--- src/rtl/io_flag_unit.sv ---
// Peripheral I/O unit: input byte FIFO feeding INPR/FGI, OUTR drain FSM with FGO, and IRQ.
// Optional loopback of the output byte into the input FIFO under `IO_LOOPBACK_EN.
module io_flag_unit #(
  parameter int FIFO_DEPTH = 4,
  parameter int DATA_W     = 8
) (
  input  logic                        clk,
  input  logic                        reset,
  input  logic [DATA_W-1:0]           in_data,
  input  logic                        in_valid,
  output logic                        in_ready,
  output logic [DATA_W-1:0]           inpr_data,
  output logic                        fgi,
  input  logic                        inp_ack,
  input  logic [DATA_W-1:0]           outr_data,
  input  logic                        out_strobe,
  output logic                        fgo,
  output logic [DATA_W-1:0]           out_data,
  output logic                        out_valid,
  input  logic                        out_ready,
  input  logic                        ien,
  output logic                        irq,
  output logic                        out_overrun,
`ifdef IO_LOOPBACK_EN
  input  logic                        loopback_sel,
`endif
  output logic [$clog2(FIFO_DEPTH):0] fifo_count
);
  localparam int AW = $clog2(FIFO_DEPTH);

  typedef enum logic {S_IDLE, S_SEND} out_st_t;

  logic [DATA_W-1:0] r_mem [FIFO_DEPTH];
  logic [AW-1:0]     r_wr_ptr, r_rd_ptr;
  logic [AW:0]       r_count;
  logic [DATA_W-1:0] r_inpr, r_out_data;
  logic              r_fgi, r_fgo, r_out_valid, r_irq, r_overrun;
  out_st_t           r_state;

  logic              w_lb, w_full, w_lb_push, w_push, w_pop, w_done;
  logic [DATA_W-1:0] w_push_data;

`ifdef IO_LOOPBACK_EN
  assign w_lb = loopback_sel;
`else
  assign w_lb = 1'b0;
`endif

  assign w_full      = (r_count == (AW+1)'(FIFO_DEPTH));
  assign in_ready    = !w_full && !w_lb;
  // In loopback the pending output byte takes the FIFO write port instead of the sink.
  assign w_lb_push   = w_lb && (r_state == S_SEND) && !w_full;
  assign w_push      = (in_valid && in_ready) || w_lb_push;
  assign w_push_data = w_lb ? r_out_data : in_data;
  assign w_pop       = !r_fgi && (r_count != '0);
  assign w_done      = (r_state == S_SEND) && (w_lb ? !w_full : out_ready);

  always_ff @(posedge clk) begin
    if (w_push) r_mem[r_wr_ptr] <= w_push_data;
  end

  always_ff @(posedge clk) begin
    if (reset) begin
      r_wr_ptr <= '0;
      r_rd_ptr <= '0;
      r_count  <= '0;
      r_inpr   <= '0;
      r_fgi    <= 1'b0;
      r_irq    <= 1'b0;
    end else begin
      if (w_push) r_wr_ptr <= r_wr_ptr + 1'b1;
      if (w_pop) begin
        r_rd_ptr <= r_rd_ptr + 1'b1;
        r_inpr   <= r_mem[r_rd_ptr];
        r_fgi    <= 1'b1;
      end else if (inp_ack && r_fgi) begin
        r_fgi    <= 1'b0;
      end
      case ({w_push, w_pop})
        2'b10:   r_count <= r_count + 1'b1;
        2'b01:   r_count <= r_count - 1'b1;
        default: r_count <= r_count;
      endcase
      r_irq <= ien && (r_fgi || r_fgo);
    end
  end

  always_ff @(posedge clk) begin
    if (reset) begin
      r_state     <= S_IDLE;
      r_out_data  <= '0;
      r_fgo       <= 1'b1;
      r_out_valid <= 1'b0;
      r_overrun   <= 1'b0;
    end else begin
      case (r_state)
        S_IDLE: begin
          if (out_strobe) begin
            r_out_data  <= outr_data;
            r_fgo       <= 1'b0;
            r_out_valid <= 1'b1;
            r_state     <= S_SEND;
          end
        end
        S_SEND: begin
          // A strobe while busy is dropped, even on the completing edge.
          if (out_strobe) r_overrun <= 1'b1;
          if (w_done) begin
            r_fgo       <= 1'b1;
            r_out_valid <= 1'b0;
            r_state     <= S_IDLE;
          end
        end
        default: r_state <= S_IDLE;
      endcase
    end
  end

  assign inpr_data   = r_inpr;
  assign fgi         = r_fgi;
  assign fgo         = r_fgo;
  assign out_data    = r_out_data;
  assign out_valid   = r_out_valid && !w_lb;
  assign irq         = r_irq;
  assign out_overrun = r_overrun;
  assign fifo_count  = r_count;
endmodule

--- config.mk ---
export PLATFORM = sky130hd
export DESIGN_NAME = io_flag_unit
export DESIGN_NICKNAME = d
export VERILOG_FILES = /design/src/rtl/io_flag_unit.sv
export SDC_FILE = /design/constraint.sdc
export NUM_CORES = 1
export LEC_CHECK = 0
export ABC_AREA = 1
export ABC_CLOCK_PERIOD_IN_PS = 1700
export BUFFER_PORTS_ARGS = -buffer_cell sky130_fd_sc_hd__buf_2
export CORE_ASPECT_RATIO = 0.9
export CORE_MARGIN = 5
export CORE_UTILIZATION = 49
export CTS_CLUSTER_SIZE = 10
export DETAILED_ROUTE_END_ITERATION = 16
export PLACE_DENSITY = 0.74
export SYNTH_ARGS = -nofsm -noshare
export SYNTH_HDL_FRONTEND = slang
export SYNTH_SLANG_ARGS = --single-unit
export TNS_END_PERCENT = 1
--- constraint.sdc ---
create_clock -name clk -period 1.7 [get_ports clk]
set_input_delay 0.17 -clock clk [delete_from_list [all_inputs] [get_ports clk]]
set_output_delay 0.17 -clock clk [all_outputs]
set_load 0.1 [all_outputs]
### After elaboration in Yosys (flattened, before gate mapping)

Memories as Yosys holds them, arrays and structs flattened. A register that Yosys moved wholly into a read port is not among the register bits.
Cells that the tools add are included.

| cells by class | value |
|---|---|
| $add $sub $neg | 4 |
| equal/unequal tests | 5 |
| muxes and demuxes | 14 |
| bitwise gates (word level) | 1 |
| reductions and logical operators | 14 |

Operators with widths:

| kind | number |
|---|---|
| 1-bit 2-to-1 mux | 10 |
| 1-bit case mux with 2 select lines | 3 |
| 3-bit case mux with 2 select lines | 1 |
| 2-bit AND reduction | 3 |
| 1-bit logical AND | 5 |
| 2-bit by 1-bit adder with 2-bit output, second input constant | 2 |
| 2-bit nonzero test | 2 |
| 3-bit by 1-bit adder with 3-bit output, second input constant | 1 |
| 3-bit == test, second input constant | 1 |
| 3-bit nonzero test | 1 |
| 3-bit by 1-bit subtractor with 3-bit output, second input constant | 1 |
| 2-bit by 1-bit == test with 1-bit output, second input constant | 1 |
| 2-bit == test, second input constant | 1 |
| 1-bit zero test | 2 |
| 2-bit by 1-bit != test with 1-bit output, second input constant | 1 |
| 2-bit != test, second input constant | 1 |
| 1-bit logical OR | 1 |
| 1-bit NOT | 1 |

| word-level totals | value |
|---|---|
| register bits after elaboration | 21 |
| bits in writable memories | 32 |
| input bits | 23 |
| output and inout port bits | 25 |
| logic and storage cells | 49 |
| memories | 1 |

Memory list:

| memory | depth | width | read ports | clocked after Yosys merged registers in | write ports | line | text |
|---|---|---|---|---|---|---|---|
| r_mem | 4 | 8 | 1 | 1 | 1 | 33 | `logic [DATA_W-1:0] r_mem [FIFO_DEPTH];` |

### Logic depth before layout (Yosys ltp)

| logic depth | value |
|---|---|
| word-level depth | 5 |
| depth in mapped cells | 13 |
| mapped depth without buffers | 13 |

### Worst setup path before layout

No wires, ideal clock.

| path | value |
|---|---|
| kind | register -> register |
| start | register r_count[2] (netlist: fifo_count[2]) |
| end | register r_count[2] (netlist: fifo_count[2]) |
| library setup time | 0.114 ns |
| data arrival time | 3.083 ns |
| data required time | 1.586 ns |
| path slack | -1.496 ns |
| stages on the path, launching flop included | 12 |
| path buffers | 0 |
| clock period less this slack | 3.196 ns |
| cells stage by stage | dfxtp_1 > nand2_1 > nand2_2 > ha_1 > inv_1 > fa_1 > inv_1 > nand2_1 > nand3_1 > nand2_1 > nand2_1 > nor2_1 |

| on the way | value |
|---|---|
| cells in the longest elaborated chain, start to end | 5 |
| elaborated cells on any way between the ends | 11 |
| those cells by class | add/sub (2); eq/ne (3); mux (1); reduce/logical (5) |

RTL lines:

| what | line | text |
|---|---|---|
| start, declared | 35 | `logic [AW:0] r_count;` |
| start signal, assigned | 80 | `2'b10: r_count <= r_count + 1'b1;` |
| start signal, assigned | 81 | `2'b01: r_count <= r_count - 1'b1;` |
| start signal, assigned | 82 | `default: r_count <= r_count;` |
| 3-bit == test * | 49 | `assign w_full = (r_count == (AW+1)'(FIFO_DEPTH));` |
| 1-bit zero test * | -- |  |
| named net in_ready | 11 | `output logic in_ready,` |
| 1-bit logical AND * | 53 | `assign w_push = (in_valid && in_ready) \|\| w_lb_push;` |
| 2-bit by 1-bit == test with 1-bit output or 2-bit == test (tied branches) | 79 | `case ({w_push, w_pop})` |
| 3-bit case mux with 2 select lines or 2-bit nonzero test (tied branches) | -- |  |

Mark *: on every way through the listed nets, which the timed path passes. The rest lies on a longest branch.
A chain may end at the register's enable or synchronous reset.

### Worst setup path after layout

| path | value |
|---|---|
| start | register r_count[0] (netlist: fifo_count[0]) |
| end | register r_count[1] (netlist: fifo_count[1]) |

| on the way | value |
|---|---|
| elaborated cells on any way between the ends | 11 |
| those cells by class | add/sub (2); eq/ne (3); mux (1); reduce/logical (5) |

RTL lines:

| what | line | text |
|---|---|---|
| 3-bit nonzero test * | 55 | `assign w_pop = !r_fgi && (r_count != '0);` |
| 1-bit logical AND * | 55 |  |
| named net w_pop | 40 | `logic w_lb, w_full, w_lb_push, w_push, w_pop, w_done;` |
| 2-bit by 1-bit == test with 1-bit output or 2-bit == test (tied branches) | 79 |  |
| 3-bit case mux with 2 select lines or 2-bit nonzero test (tied branches) | -- |  |

Marks and branches as above.

==> flow_metrics.py <==
metrics = {
    "status": {
        "outcome": "completed",
    },
    "cts": {
        "ctsRootBufferMaster": "clkbuf_8",
        "clock_path_buffers": 2,
        "clk_pin_slew_ns": 0.06,
        "cts_sinks": 61,
        "holdBufCountCts": 0,
        "htree_levels": 3,
        "cts_tree": "yes",
        "cts_made_buffers": 9,
        "clk-insertion-delay-late_ns": 0.33,
    },
    "power": {
        "power_switching_mw": 2.94,
        "powerDensity_nw_per_um2": 1900,
        "pwr-share-comb_pct": 49.4,
        "ir_drop_mv": 1.15,
        "power_frac_clock_pct": 18.4,
        "switching_share_pct": 48.3,
        "p_leak_nw": 1.57,
        "power_frac_seq_pct": 32.2,
        "intPower_mw": 3.14,
    },
    "timing": {
        "fin_crit_ns": 1.61,
        "worst_pin_slew_ns": 0.507,
        "finalHoldViolCount": 0,
        "rsz0062_at_grt": "true",
        "hold_slack_ns": 0.0568,
        "maxSlewHeadroom_pct": 66.4,
        "skew_ns": 0.00705,
        "fmax_ghz": 0.621,
        "setup_viol": 0,
        "min_period_over_period_pct": 94.7,
        "setup_slack_ns": 0.0900,
        "slew_viol_final": 0,
        "fin_tns_setup_ns": 0,
    },
    "synthesis": {
        "synth_cell_types": 20,
        "netlist_instances": 297,
        "synth_top_family_by_area": "simple AND/OR/NAND/NOR gates",
        "yosys.area_share.adder_pct": 3.14,
        "synth-simple-area-share_pct": 22.3,
        "synth.area.mux_share_pct": 0,
        "avgSynthCellArea_sq_um": 8.86,
        "synth_seq_cells": 61,
        "yosysWarningCount": 0,
        "synth_fp_nets": 326,
        "syn_area_sq_um": 2630,
        "synthXorXnorAreaFrac_pct": 0,
        "synth_compound_area_share_pct": 3.71,
        "yosysSeqAreaShare_pct": 58.6,
    },
    "critical_path": {
        "cp.required_ns": 1.95,
        "path_depth": 8,
        "r2r_cells": 8,
        "path_buf_inv": 2,
        "cp_top_family": "adder cells",
        "cp-start-kind": "register",
        "r2r_start": "fifo_count[0]",
        "critPathMostFrequentCell": "inv_2",
        "cp_max_fo": 3,
        "reg2reg_to": "fifo_count[1]",
        "end_kind": "register",
        "reg2reg_setup_slack_ns": 0.09,
        "slowest_delay_ns": 0.44,
        "crit_type": "reg -> reg",
        "arrival_ns": 1.86,
        "cpMaxStageDelayCell": "fa_2",
        "worstPathCellList": "nor2_4 > nand2_2 > nand2_4 > inv_2 > ha_4 > inv_2 > fa_2 > a21oi_2",
    },
    "layout": {
        "nets": 388,
        "syn_to_final_growth_pct": 21.4,
        "n_antenna_cell": 0,
        "drive_above_1_share_pct": 25.5,
        "nFillCells": 460,
    },
    "run": {
        "maxCapViolCount": 0,
    },
    "global_routing": {
        "grt_max_degree": 20,
        "first_global_vias": 1895,
        "grt_overflow": 0,
        "grt_first_pass_wirelength_um": 8670,
        "antenna_found_initial": 0,
        "grt.total_usage_pct": 16.2,
    },
    "floorplan": {
        "core_sq_um": 5220,
        "rows": 25,
        "die_area_sq_um": 6940,
        "initial_core_util_pct": 50.4,
        "io_pins": 48,
        "die_x_um": 87.3,
        "die_h_um": 79.5,
    },
    "placement": {
        "routabilityCongestion": 0.777,
        "dp_hpwl_um": 3490,
        "dp_slack_ns": 0.0177,
        "io_buffers": 47,
    },
    "min_path": {
        "hold_depth": 1,
        "min_to": "r_mem[0][4]",
        "hp-start": "in_data[4]",
        "worst_hold_path_type": "in -> reg",
    },
    "route": {
        "via_count": 1923,
        "drcViolationCount": 0,
        "vias_per_cell": 4.46,
        "firstDrtPassIters": 4,
        "wl_per_cell_um": 11.7,
        "drt_iter0_drc": 149,
        "wl_um": 5050,
        "ant_nets": 0,
    },
}
[power groups by stage]
stage | combinational [mW] | sequential [mW] | clock [mW]
6_report | 3.01 | 1.96 | 1.12
5_1_grt | 3.26 | 2.00 | 1.23
4_1_cts | 2.96 | 1.96 | 1.16
3_5_place_dp | 2.94 | 2.00 | 0
3_3_place_gp | 2.89 | 1.98 | 0
2_1_floorplan | 1.40 | 3.16 | 0
[worst max-delay path by stage]
stage,slack [ns],startpoint,end
2_1_floorplan,-0.18,fifo_count[1],fifo_count[2]
3_3_place_gp,0.08,fifo_count[1],fifo_count[2]
3_5_place_dp,0.02,fifo_count[1],fifo_count[1]
4_1_cts,0.0001,fifo_count[1],fifo_count[1]
5_1_grt,-0.009,fifo_count[0],fifo_count[2]
6_report,0.09,fifo_count[0],fifo_count[1]
[metal layers]
layer / vias to the layer above / GRT usage [%] / routed length [um]
met1: 850 / 20.9 / 2320
met2: 40 / 25.3 / 2390
met3: 4 / 4.75 / 274
met4: 0 / 7.21 / 67
li1: 1029 / - / -
met5: - / 0 / 0
[area by class of cell]
class	instances	area [sq um]	share of cell area, %
Sequential cell	61	1560	48.7
Clock buffer	14	163	5.09
Tap cell	67	83.8	2.62
Clock inverter	2	10.0	0.313
Timing Repair Buffer	59	325	10.2
Inverter	60	233	7.28
Multi-Input combinational cell	168	826	25.8
[cells in the final DEF, fill, tap and decap left out, types with 2 or more instances in the layout]
master / count
dfxtp_4: 4
clkbuf_8: 11
inv_2: 3
clkinv_2: 2
nand2_1: 65
clkbuf_1: 3
nand2_2: 5
nor2_1: 49
buf_2: 47
o21ai_0: 11
dfxtp_1: 25
nand2_8: 2
ha_1: 4
a21oi_1: 6
inv_1: 55
edfxtp_1: 32
nand3_1: 19
buf_4: 12
[flip-flops by register name, summed over array words and instances, names as in the netlist]
| name | count |
|---|---|
| fgi | 1 |
| fgo | 1 |
| fifo_count | 3 |
| inpr_data | 8 |
| irq | 1 |
| out_data | 8 |
| out_overrun | 1 |
| out_valid | 1 |
| r_mem | 32 |
| r_rd_ptr | 2 |
| r_state | 1 |
| r_wr_ptr | 2 |
[logic make-up (layout without fill, tap and decap cells)]
kind of cell	count (synthesis)	in the layout
AOI/OAI and AO/OA	19	19
adders and majority gates	6	6
buffers and inverters	68	135
DFF	61	61
and+or+nand+nor	143	143
[metrics by stage]
step           cell area [sq um]  utilization, %  total power, mW  std cells
3_5_place_dp                3000            57.4             4.94        413
4_1_cts                     3170            60.7             6.08        429
6_report                    3200            61.2             6.08        431
3_3_place_gp                3000            57.4             4.87        413
2_1_floorplan               2700               -             4.56        297
5_1_grt                     3200            61.2             6.49        431
[timing repair]
| item | CTS | global route |
|---|---|---|
| endpoints found under the setup margin | 0 | 2 |
| setup buffers | 0 | 2 |
| gates resized for setup | 0 | 4 |
[Yosys cell counts]
master | number | area (sq um)
nand2_4 | 1 | 11.3
clkinv_1 | 1 | 3.75
clkbuf_8 | 1 | 13.8
inv_1 | 58 | 218
edfxtp_1 | 32 | 961
a21oi_1 | 7 | 35.0
nand2_2 | 6 | 37.5
nand2_1 | 66 | 248
dfxtp_1 | 29 | 581
fa_1 | 1 | 20.0
buf_12 | 2 | 40.0
o21bai_1 | 1 | 7.51
ha_1 | 5 | 62.6
nand3_1 | 20 | 100
nor2_1 | 49 | 184
buf_2 | 3 | 15.0
o21ai_0 | 11 | 55.1
nor2_2 | 1 | 6.26
buf_6 | 2 | 22.5
inv_8 | 1 | 11.3
No activity file was read; power rests on OpenSTA's default activity.
